`config.mk`:
```
export PLATFORM = sky130hd
export DESIGN_NAME = spi_axis_slave
export DESIGN_NICKNAME = d
export VERILOG_FILES = /design/src/rtl/spi_axis_slave.sv
export SDC_FILE = /design/constraint.sdc
export NUM_CORES = 1
export LEC_CHECK = 0
export ABC_AREA = 1
export BUFFER_PORTS_ARGS = -buffer_cell sky130_fd_sc_hd__buf_4
export CAP_MARGIN = 20
export CORE_MARGIN = 3
export CORE_UTILIZATION = 56
export CTS_CLUSTER_SIZE = 24
export DETAILED_ROUTE_END_ITERATION = 8
export GPL_ROUTABILITY_DRIVEN = 0
export PLACE_DENSITY = 0.78
export SYNTH_ARGS = -nofsm -noshare
export SYNTH_HDL_FRONTEND = slang
export SYNTH_SLANG_ARGS = --single-unit
```
`constraint.sdc`:
```
create_clock -name clk -period 1.7 [get_ports clk]
set_input_delay 0.34 -clock clk [delete_from_list [all_inputs] [get_ports clk]]
set_output_delay 0.34 -clock clk [all_outputs]
set_load 0.05 [all_outputs]
```
`src/rtl/spi_axis_slave.sv`:
```
// SPI mode-3 slave: oversampled SPI pins in, received bytes out on AXIS master,
// MISO bytes taken from an AXIS slave through a single-entry holding register.
module spi_axis_slave #(
    parameter bit         MSB_FIRST   = 1'b1,
    parameter int         SYNC_STAGES = 2,
    parameter logic [7:0] IDLE_BYTE   = 8'h00
) (
    input  logic       clk,
    input  logic       rst,
    input  logic [7:0] s_axis_tdata,
    input  logic       s_axis_tvalid,
    output logic       s_axis_tready,
    output logic [7:0] m_axis_tdata,
    output logic       m_axis_tvalid,
    input  logic       m_axis_tready,
    input  logic       spi_csn,
    input  logic       spi_clk,
    input  logic       spi_mosi,
    output logic       spi_miso,
    output logic       spi_miso_oe,
    output logic       frame_active,
    output logic [7:0] rx_overrun_cnt,
    output logic [7:0] tx_underrun_cnt
);

    localparam int NS = (SYNC_STAGES < 2) ? 2 : SYNC_STAGES;

    typedef enum logic {
        ST_IDLE,
        ST_SHIFT
    } state_t;

    // ------------------------------------------------------------------
    // Pin synchronizers and registered edge pulses
    // ------------------------------------------------------------------
    logic [NS-1:0] clk_sync_q, csn_sync_q, mosi_sync_q;
    logic          clk_prev_q, csn_prev_q, mosi_smp_q;
    logic          clk_rise_q, clk_fall_q, cs_rise_q, cs_fall_q;
    logic [NS:0]   settle_q;
    logic          armed_q;

    always_ff @(posedge clk) begin
        if (rst) begin
            clk_sync_q  <= '1;
            csn_sync_q  <= '1;
            mosi_sync_q <= '0;
            clk_prev_q  <= 1'b1;
            csn_prev_q  <= 1'b1;
            mosi_smp_q  <= 1'b0;
            clk_rise_q  <= 1'b0;
            clk_fall_q  <= 1'b0;
            cs_rise_q   <= 1'b0;
            cs_fall_q   <= 1'b0;
            settle_q    <= '0;
            armed_q     <= 1'b0;
        end else begin
            // NOTE: non-blocking here so every stage samples the previous cycle's value.
            clk_sync_q  <= {clk_sync_q[NS-2:0], spi_clk};
            csn_sync_q  <= {csn_sync_q[NS-2:0], spi_csn};
            mosi_sync_q <= {mosi_sync_q[NS-2:0], spi_mosi};
            clk_prev_q  <= clk_sync_q[NS-1];
            csn_prev_q  <= csn_sync_q[NS-1];
            mosi_smp_q  <= mosi_sync_q[NS-1];
            clk_rise_q  <=  clk_sync_q[NS-1] & ~clk_prev_q;
            clk_fall_q  <= ~clk_sync_q[NS-1] &  clk_prev_q;
            cs_rise_q   <=  csn_sync_q[NS-1] & ~csn_prev_q;
            cs_fall_q   <= ~csn_sync_q[NS-1] &  csn_prev_q;
            settle_q    <= {settle_q[NS-1:0], 1'b1};
            // A frame may only start after CS has really been seen high, so a
            // reset in the middle of a frame ignores the rest of that frame.
            if (settle_q[NS] && csn_prev_q)
                armed_q <= 1'b1;
        end
    end

    // ------------------------------------------------------------------
    // Frame FSM, shift registers, TX holding register, AXIS output
    // ------------------------------------------------------------------
    state_t     state_q, state_d;
    logic [3:0] bit_cnt_q, bit_cnt_d;
    logic [7:0] rx_shift_q, rx_shift_d;
    logic [7:0] tx_shift_q, tx_shift_d;
    logic [7:0] hold_data_q, hold_data_d;
    logic       hold_valid_q, hold_valid_d;
    logic [7:0] m_tdata_q, m_tdata_d;
    logic       m_tvalid_q, m_tvalid_d;
    logic       miso_q, miso_d;
    logic       oe_q, oe_d;
    logic [7:0] rx_ovr_q, rx_ovr_d;
    logic [7:0] tx_unr_q, tx_unr_d;

    logic       load_tx;
    logic       m_free;
    logic [7:0] rx_next, tx_next, tx_fill;

    function automatic logic first_bit(input logic [7:0] b);
        return MSB_FIRST ? b[7] : b[0];
    endfunction

    function automatic logic [7:0] sat_inc(input logic [7:0] v);
        return (v == 8'hFF) ? v : v + 8'd1;
    endfunction

    always_comb begin
        // NOTE: every output of this block gets a default first, so no path can infer a latch.
        state_d      = state_q;
        bit_cnt_d    = bit_cnt_q;
        rx_shift_d   = rx_shift_q;
        tx_shift_d   = tx_shift_q;
        hold_data_d  = hold_data_q;
        hold_valid_d = hold_valid_q;
        m_tdata_d    = m_tdata_q;
        m_tvalid_d   = m_tvalid_q;
        miso_d       = miso_q;
        oe_d         = oe_q;
        rx_ovr_d     = rx_ovr_q;
        tx_unr_d     = tx_unr_q;
        load_tx      = 1'b0;

        rx_next = MSB_FIRST ? {rx_shift_q[6:0], mosi_smp_q} : {mosi_smp_q, rx_shift_q[7:1]};
        tx_next = MSB_FIRST ? {tx_shift_q[6:0], 1'b0}       : {1'b0, tx_shift_q[7:1]};
        tx_fill = hold_valid_q ? hold_data_q : IDLE_BYTE;
        m_free  = !m_tvalid_q || m_axis_tready;

        if (m_tvalid_q && m_axis_tready)
            m_tvalid_d = 1'b0;

        case (state_q)
            ST_IDLE: begin
                oe_d = 1'b0;
                if (cs_fall_q && armed_q) begin
                    load_tx    = 1'b1;
                    bit_cnt_d  = 4'd0;
                    rx_shift_d = 8'h00;
                    oe_d       = 1'b1;
                    state_d    = ST_SHIFT;
                end
            end
            ST_SHIFT: begin
                if (cs_rise_q) begin
                    state_d = ST_IDLE;
                    oe_d    = 1'b0;
                end else if (clk_rise_q && bit_cnt_q < 4'd8) begin
                    rx_shift_d = rx_next;
                    bit_cnt_d  = bit_cnt_q + 4'd1;
                    if (bit_cnt_q == 4'd7) begin
                        if (m_free) begin
                            m_tdata_d  = rx_next;
                            m_tvalid_d = 1'b1;
                        end else begin
                            rx_ovr_d = sat_inc(rx_ovr_q);
                        end
                    end
                end else if (clk_fall_q) begin
                    // The first fall of a byte is the master's setup edge; the
                    // first bit is already on MISO, so it is held, not shifted.
                    if (bit_cnt_q == 4'd8) begin
                        load_tx   = 1'b1;
                        bit_cnt_d = 4'd0;
                    end else if (bit_cnt_q != 4'd0) begin
                        tx_shift_d = tx_next;
                        miso_d     = first_bit(tx_next);
                    end
                end
            end
            default: state_d = ST_IDLE;
        endcase

        if (load_tx) begin
            tx_shift_d = tx_fill;
            miso_d     = first_bit(tx_fill);
            if (hold_valid_q)
                hold_valid_d = 1'b0;
            else
                tx_unr_d = sat_inc(tx_unr_q);
        end

        // A handshake only happens while the holder is empty, so it always wins.
        if (s_axis_tvalid && !hold_valid_q) begin
            hold_data_d  = s_axis_tdata;
            hold_valid_d = 1'b1;
        end
    end

    always_ff @(posedge clk) begin
        if (rst) begin
            state_q      <= ST_IDLE;
            bit_cnt_q    <= 4'd0;
            rx_shift_q   <= 8'h00;
            tx_shift_q   <= 8'h00;
            hold_data_q  <= 8'h00;
            hold_valid_q <= 1'b0;
            m_tdata_q    <= 8'h00;
            m_tvalid_q   <= 1'b0;
            miso_q       <= 1'b0;
            oe_q         <= 1'b0;
            rx_ovr_q     <= 8'h00;
            tx_unr_q     <= 8'h00;
        end else begin
            state_q      <= state_d;
            bit_cnt_q    <= bit_cnt_d;
            rx_shift_q   <= rx_shift_d;
            tx_shift_q   <= tx_shift_d;
            hold_data_q  <= hold_data_d;
            hold_valid_q <= hold_valid_d;
            m_tdata_q    <= m_tdata_d;
            m_tvalid_q   <= m_tvalid_d;
            miso_q       <= miso_d;
            oe_q         <= oe_d;
            rx_ovr_q     <= rx_ovr_d;
            tx_unr_q     <= tx_unr_d;
        end
    end

    assign s_axis_tready   = !hold_valid_q;
    assign m_axis_tdata    = m_tdata_q;
    assign m_axis_tvalid   = m_tvalid_q;
    assign spi_miso        = miso_q;
    assign spi_miso_oe     = oe_q;
    assign frame_active    = !csn_prev_q;
    assign rx_overrun_cnt  = rx_ovr_q;
    assign tx_underrun_cnt = tx_unr_q;

endmodule

```
Word level (Yosys, flattened, before mapping):

Cells that the tools add are included.

* $add $sub $neg: 3
* $mul: 0
* div/mod/pow operators: 0
* $lt $le $gt $ge: 1
* eq/ne operators: 13
* shifts and indexed selects: 0
* multiplexer cells: 44
* bitwise gates (word level): 14
* reduce and logical (&&, ||, !) cells: 20

Operators by type and width (count)
* $mux W7: 10
* $mux W1: 23
* $mux W4: 5
* $add A8 B1 Y8 const B: 2
* $eq A8 B8 Y1 const B: 2
* $pmux W7 S2: 1
* $reduce_and A6 Y1: 2
* $ne A2 B2 Y1 const B: 5
* $not A1 Y1: 10
* $mux W8: 1
* $pmux W4 S2: 1
* $reduce_bool A2 Y1: 4
* $pmux W1 S2: 3
* $reduce_and A3 Y1: 2
* $logic_and A1 B1 Y1: 5
* $reduce_and A5 Y1: 1
* $add A4 B1 Y4 const B: 1
* $and A1 B1 Y1: 4
* $eq A4 B3 Y1 const B: 1
* $eq A4 B4 Y1 const B: 1
* $lt A4 B4 Y1 const B: 1
* $ne A2 B1 Y1 const B: 2
* $reduce_and A4 Y1: 1
* $reduce_bool A4 Y1: 1
* 4 further kinds: 6

* register bits after elaboration: 72
* latch bits: 0
* bits in writable memories: 0
* ROM bits: 0
* input bits: 15
* output and inout bits: 29
* logic and storage cells: 120
* memories kept: 0

Depth between registers and ports, before layout:

* word-level depth: 8
* gate-level depth with buffers: 11
* depth with buffers taken out: 10

Worst setup path before layout:

Ideal clock, no wire load.

* kind: reg-to-reg
* from: register tx_unr_q[1] (netlist: tx_underrun_cnt[1])
* to: register tx_unr_q[6] (netlist: tx_underrun_cnt[6])
* setup time: 70 ps
* arrival: 1714 ps
* data required time: 1630 ps
* slack: -85 ps
* cell stages (with the launch flop): 8
* path buffers: 0
* period minus slack after synthesis: 1785 ps
* cells stage by stage: dfxtp_1 -> ha_1 -> nand2_1 -> nor2_1 -> a21oi_2 -> nand2_1 -> nand2_1 -> a21oi_1

* cells in the longest elaborated chain, start to end: 3
* elaborated cells on any way between the ends: 4
* those cells by class: add/sub: 1; eq/ne: 1; bitwise: 1; reduce/logical: 1

Ends and longest elaborated chain
* start, declared: line 90 `logic [7:0] tx_unr_q, tx_unr_d;`
* start signal, assigned: line 211 `tx_unr_q <= tx_unr_d;`
* parallel branches: the longest is 3 deep, another holds $add A8 B1 Y8

Parallel ways; which one is timed is not known.
A chain may end at the register's enable or synchronous reset.

Final worst setup path:

* from: register hold_valid_q
* to: output s_axis_tready

* cells in the longest elaborated chain, start to end: 1

Ends and longest elaborated chain
* start, declared: line 84 `logic hold_valid_q, hold_valid_d;`
* start signal, assigned: line 205 `hold_valid_q <= hold_valid_d;`
* $logic_not A1 Y1: line 215 `assign s_axis_tready = !hold_valid_q;`
* end, declared: line 12 `output logic s_axis_tready,`

No other way between the ends.

==> impl_summary.txt <==
----------------------------------------------------
[Drt]
  Routed wire length ... 6.32 mm
  Drt via density ... 4.96
  Number of optimization iterations in the first detailed-route pass ... 5
  Number of design-rule violations left by the first detailed-router iteration ... 129
  DRC violation count after routing ... 0
  Routed length per placed instance ... 11.3 um
  Detailed-route via count ... 2777
  Remaining antenna violation count ... 0

[Pwr]
  Power per standard cell area ... 830 mW/mm^2
  Standby leakage power ... 1.74 nW
  Peak supply drop ... 0.689 mV
  Sw Share ... 25.2%
  Sequential power share ... 56.0%
  Sw Pwr ... 783 uW
  Comb pwr share ... 4.6%
  Fraction of power consumed by the clock network ... 39.3%
  Final total power ... 3.11 mW
  Internal power component ... 2.32 mW

[Floorplan]
  Number of standard-cell rows in the floorplan ... 26
  Die Area ... 0.00651 mm^2
  Area of the placeable core ... 0.00524 mm^2
  Die Y ... 80.7 um
  Floorplan die width ... 80.7 um
  Number of I/O pins ... 44
  Initial cell density of the core ... 59.7%

[Placed design]
  Half-perimeter wire length after placement ... 4.60 mm
  # port buffers ... 43

[Critical path]
  Maximum fanout count along the critical path ... 11
  Data arrival time of the critical path ... 1.25 ns
  Startpoint of the worst-slack reg-to-reg timing path ... bit_cnt_q[0]
  Minimum setup slack among reg-to-reg paths ... 0.18 ns
  Number of cells traversed by the worst register-to-register path ... 9
  CP Launch Type ... flip-flop
  Worst Path Required ... 1.36 ns
  Worst Setup Path Type ... flip-flop to output pin
  Worst R2R End ... tx_underrun_cnt[0]
  CP endpoint kind ... output pin

[Clock network]
  Clock sink total ... 72
  Clock-pin slew of the registers on the worst-case setup and hold paths ... 0.08 ns
  Clk root buf ... sky130_fd_sc_hd__clkbuf_8
  CTS Buffer Depth ... 2
  # H-tree levels ... 3
  Clock network latency to the later pin of the worst-skew pair ... 0.34 ns
  Clock tree from TritonCTS ... built
  Number of buffers inserted by hold repair at cts ... 0
  Number of buffers added by the clock tree synthesis step ... 9

[Yosys]
  Top cells by area, synth ... sky130_fd_sc_hd__dfxtp_1 46%, sky130_fd_sc_hd__nand2_1 12%, sky130_fd_sc_hd__nor2_1 8.8%
  Number of enable-type register cells in the synthesized netlist ... 0
  Leading area contributor after synthesis ... sky130_fd_sc_hd__dfxtp_1
  Number of library cell types mapped by synthesis ... 25
  Average footprint of a synthesized cell ... 7.23 um^2
  Most used DFF post-synth ... sky130_fd_sc_hd__dfxtp_1
  Sequential element share of the synthesized area ... 46.1%
  Total number of yosys warnings ... 0
  Dominant cell by count in the synthesized netlist ... sky130_fd_sc_hd__nand2_1
  Asr flop ratio synth ... 0%
  Syn_nets ... 451
  Post-synthesis instance area ... 0.00313 mm^2
  Fraction of post-synthesis cell area in the top cell type by area ... 46.1%
  Synthesized netlist cell count ... 432
  Commonest cells in the synthesized netlist ... 99 x sky130_fd_sc_hd__nand2_1, 73 x sky130_fd_sc_hd__nor2_1, 72 x sky130_fd_sc_hd__dfxtp_1
  Register bit total from synthesis ... 72

[Run]
  Count of maximum capacitance violations ... 0

[Timing]
  Pins over their slew limit ... 0
  Post-route worst hold slack ... 0.174 ns
  Total of endpoints with negative setup slack in the final report ... 0
  Worst clock skew on the final layout ... 0.00745 ns
  Highest clock frequency the design can meet ... 0.629 GHz
  Setup repair after global routing missed its margin ... no
  Post-layout minimum cycle time ... 1.59 ns
  Worst slew margin relative to its limit ... 68.5%
  Sum of negative setup slack ... 0 ns
  Hold violation total from the final report ... 0
  Share of the clock period used by the worst path after layout ... 93.5%
  Worst-Margin Slew ... 0.473 ns

[Global route]
  Global-route wire length before repair ... 11.1 mm
  Pin count of the biggest net entering global routing ... 30
  Antenna violations before repair ... 0
  Via count of the first global-routing pass ... 2685
  Combined global-route utilization of all metal layers ... 21.9%
  Overflow left after global routing ... 0

[Finish]
  Fillers ... 468
  Net count of the finished layout ... 504
  Count of inserted antenna diode cells ... 0
  Layout cell share with drive strength beyond 1 ... 19.4%
  Area growth syn-to-layout ... 19.7%

[Hold path]
  Worst hold start ... spi_clk
  Hold Path Class ... input pin to flip-flop
  Hold Path Stages ... 2
  Hold-critical path endpoint ... clk_sync_q[0]

[Outcome]
  Run status ... completed

----------------------------------------------------
## cell usage in the layout (no fill, tap or decap), types with 5 or more instances in the layout
cell type	count
sky130_fd_sc_hd__nor2_1	71
sky130_fd_sc_hd__nand3_1	31
sky130_fd_sc_hd__nand2_1	98
sky130_fd_sc_hd__o21ai_0	21
sky130_fd_sc_hd__buf_4	53
sky130_fd_sc_hd__dfxtp_1	70
sky130_fd_sc_hd__inv_1	50
sky130_fd_sc_hd__a21oi_1	33
sky130_fd_sc_hd__nand4_1	5
sky130_fd_sc_hd__clkbuf_8	9
sky130_fd_sc_hd__nor3_1	6
sky130_fd_sc_hd__nand2_4	5
sky130_fd_sc_hd__xor2_1	6
## area by class of cell
cell class              count  area (um^2)  share of cell area (%)
clock buffers               9          124                    3.31
clock inverters             7         55.1                    1.47
inverters                  51          191                    5.12
multi-input cells         298         1440                    38.5
flip-flops and latches     72         1440                    38.6
well taps                  70         87.6                    2.34
repair buffers             53          398                    10.6
## sequential cells by signal (all words and copies together) (netlist names), 2 cells and up
name,cells
mosi_sync_q,2
rx_shift_q,7
rx_overrun_cnt,8
bit_cnt_q,4
m_axis_tdata,8
settle_q,3
csn_sync_q,2
clk_sync_q,2
tx_shift_q,7
tx_underrun_cnt,8
hold_data_q,8
## how the worst max path moves through the flow
stage | startpoint | slack (ns) | cells after the start | to
floorplan | rx_overrun_cnt[1] | 0.005 | 8 | rx_overrun_cnt[0]
global placement | tx_underrun_cnt[0] | 0.17 | 7 | tx_underrun_cnt[7]
detailed placement | tx_underrun_cnt[0] | 0.10 | 7 | tx_underrun_cnt[4]
CTS | hold_valid_q | 0.09 | 2 | s_axis_tready
global route | tx_underrun_cnt[0] | 0.01 | 7 | tx_underrun_cnt[3]
finish | hold_valid_q | 0.11 | 2 | s_axis_tready
## what timing repair did
action	CTS	global route
hold endpoints to repair	0	0
resized for setup	0	5
setup endpoints to repair	0	17
setup buffers	0	0
## power by group through the flow
stage / Clock (mW) / Sequential, mW / Combinational [mW]
final: 1.22 / 1.74 / 0.143
after global routing: 1.34 / 1.74 / 0.162
after detailed placement: 0 / 1.78 / 0.145
after CTS: 1.25 / 1.74 / 0.145
after global placement: 0 / 1.78 / 0.140
after floorplan: 0 / 1.77 / 0.0943
## kinds of logic (layout without fill, tap and decap cells)
logic type / after synthesis / after routing / share of synthesized area, %
AOI/OAI and AO/OA: 57 / 57 / 9.45
xor gates and xnor gates: 6 / 6 / 1.68
adders and majority gates: 4 / 4 / 1.60
buffers and inverters: 62 / 120 / 8.21
DFF: 72 / 72 / 46.1
and+or+nand+nor: 231 / 231 / 32.9
## through the flow
step                      std cells  setup WS, ns  util, %  cell area [um^2]
after CTS                       560        0.0922     71.2              3730
after floorplan                 432       0.00533        -              3130
after global routing            560       0.00999     71.5              3740
after global placement          544         0.170     67.7              3550
after detailed placement        544         0.101     67.7              3550
final                           560         0.110     71.5              3740
## per-layer routing
layer	vias up	GRT usage (%)	share of wire, %
met3	9	6.84	4.1
li1	1464	-	-
met4	0	7.77	1.6
met2	47	38.7	50
met5	-	0	0
met1	1257	24.7	45
## critical path, stage by stage (launching register included)
cell,delay [ns]
sky130_fd_sc_hd__dfxtp_1,0.57
sky130_fd_sc_hd__inv_1,0.12
sky130_fd_sc_hd__buf_4,0.21
(Power assumes the default switching activity.)
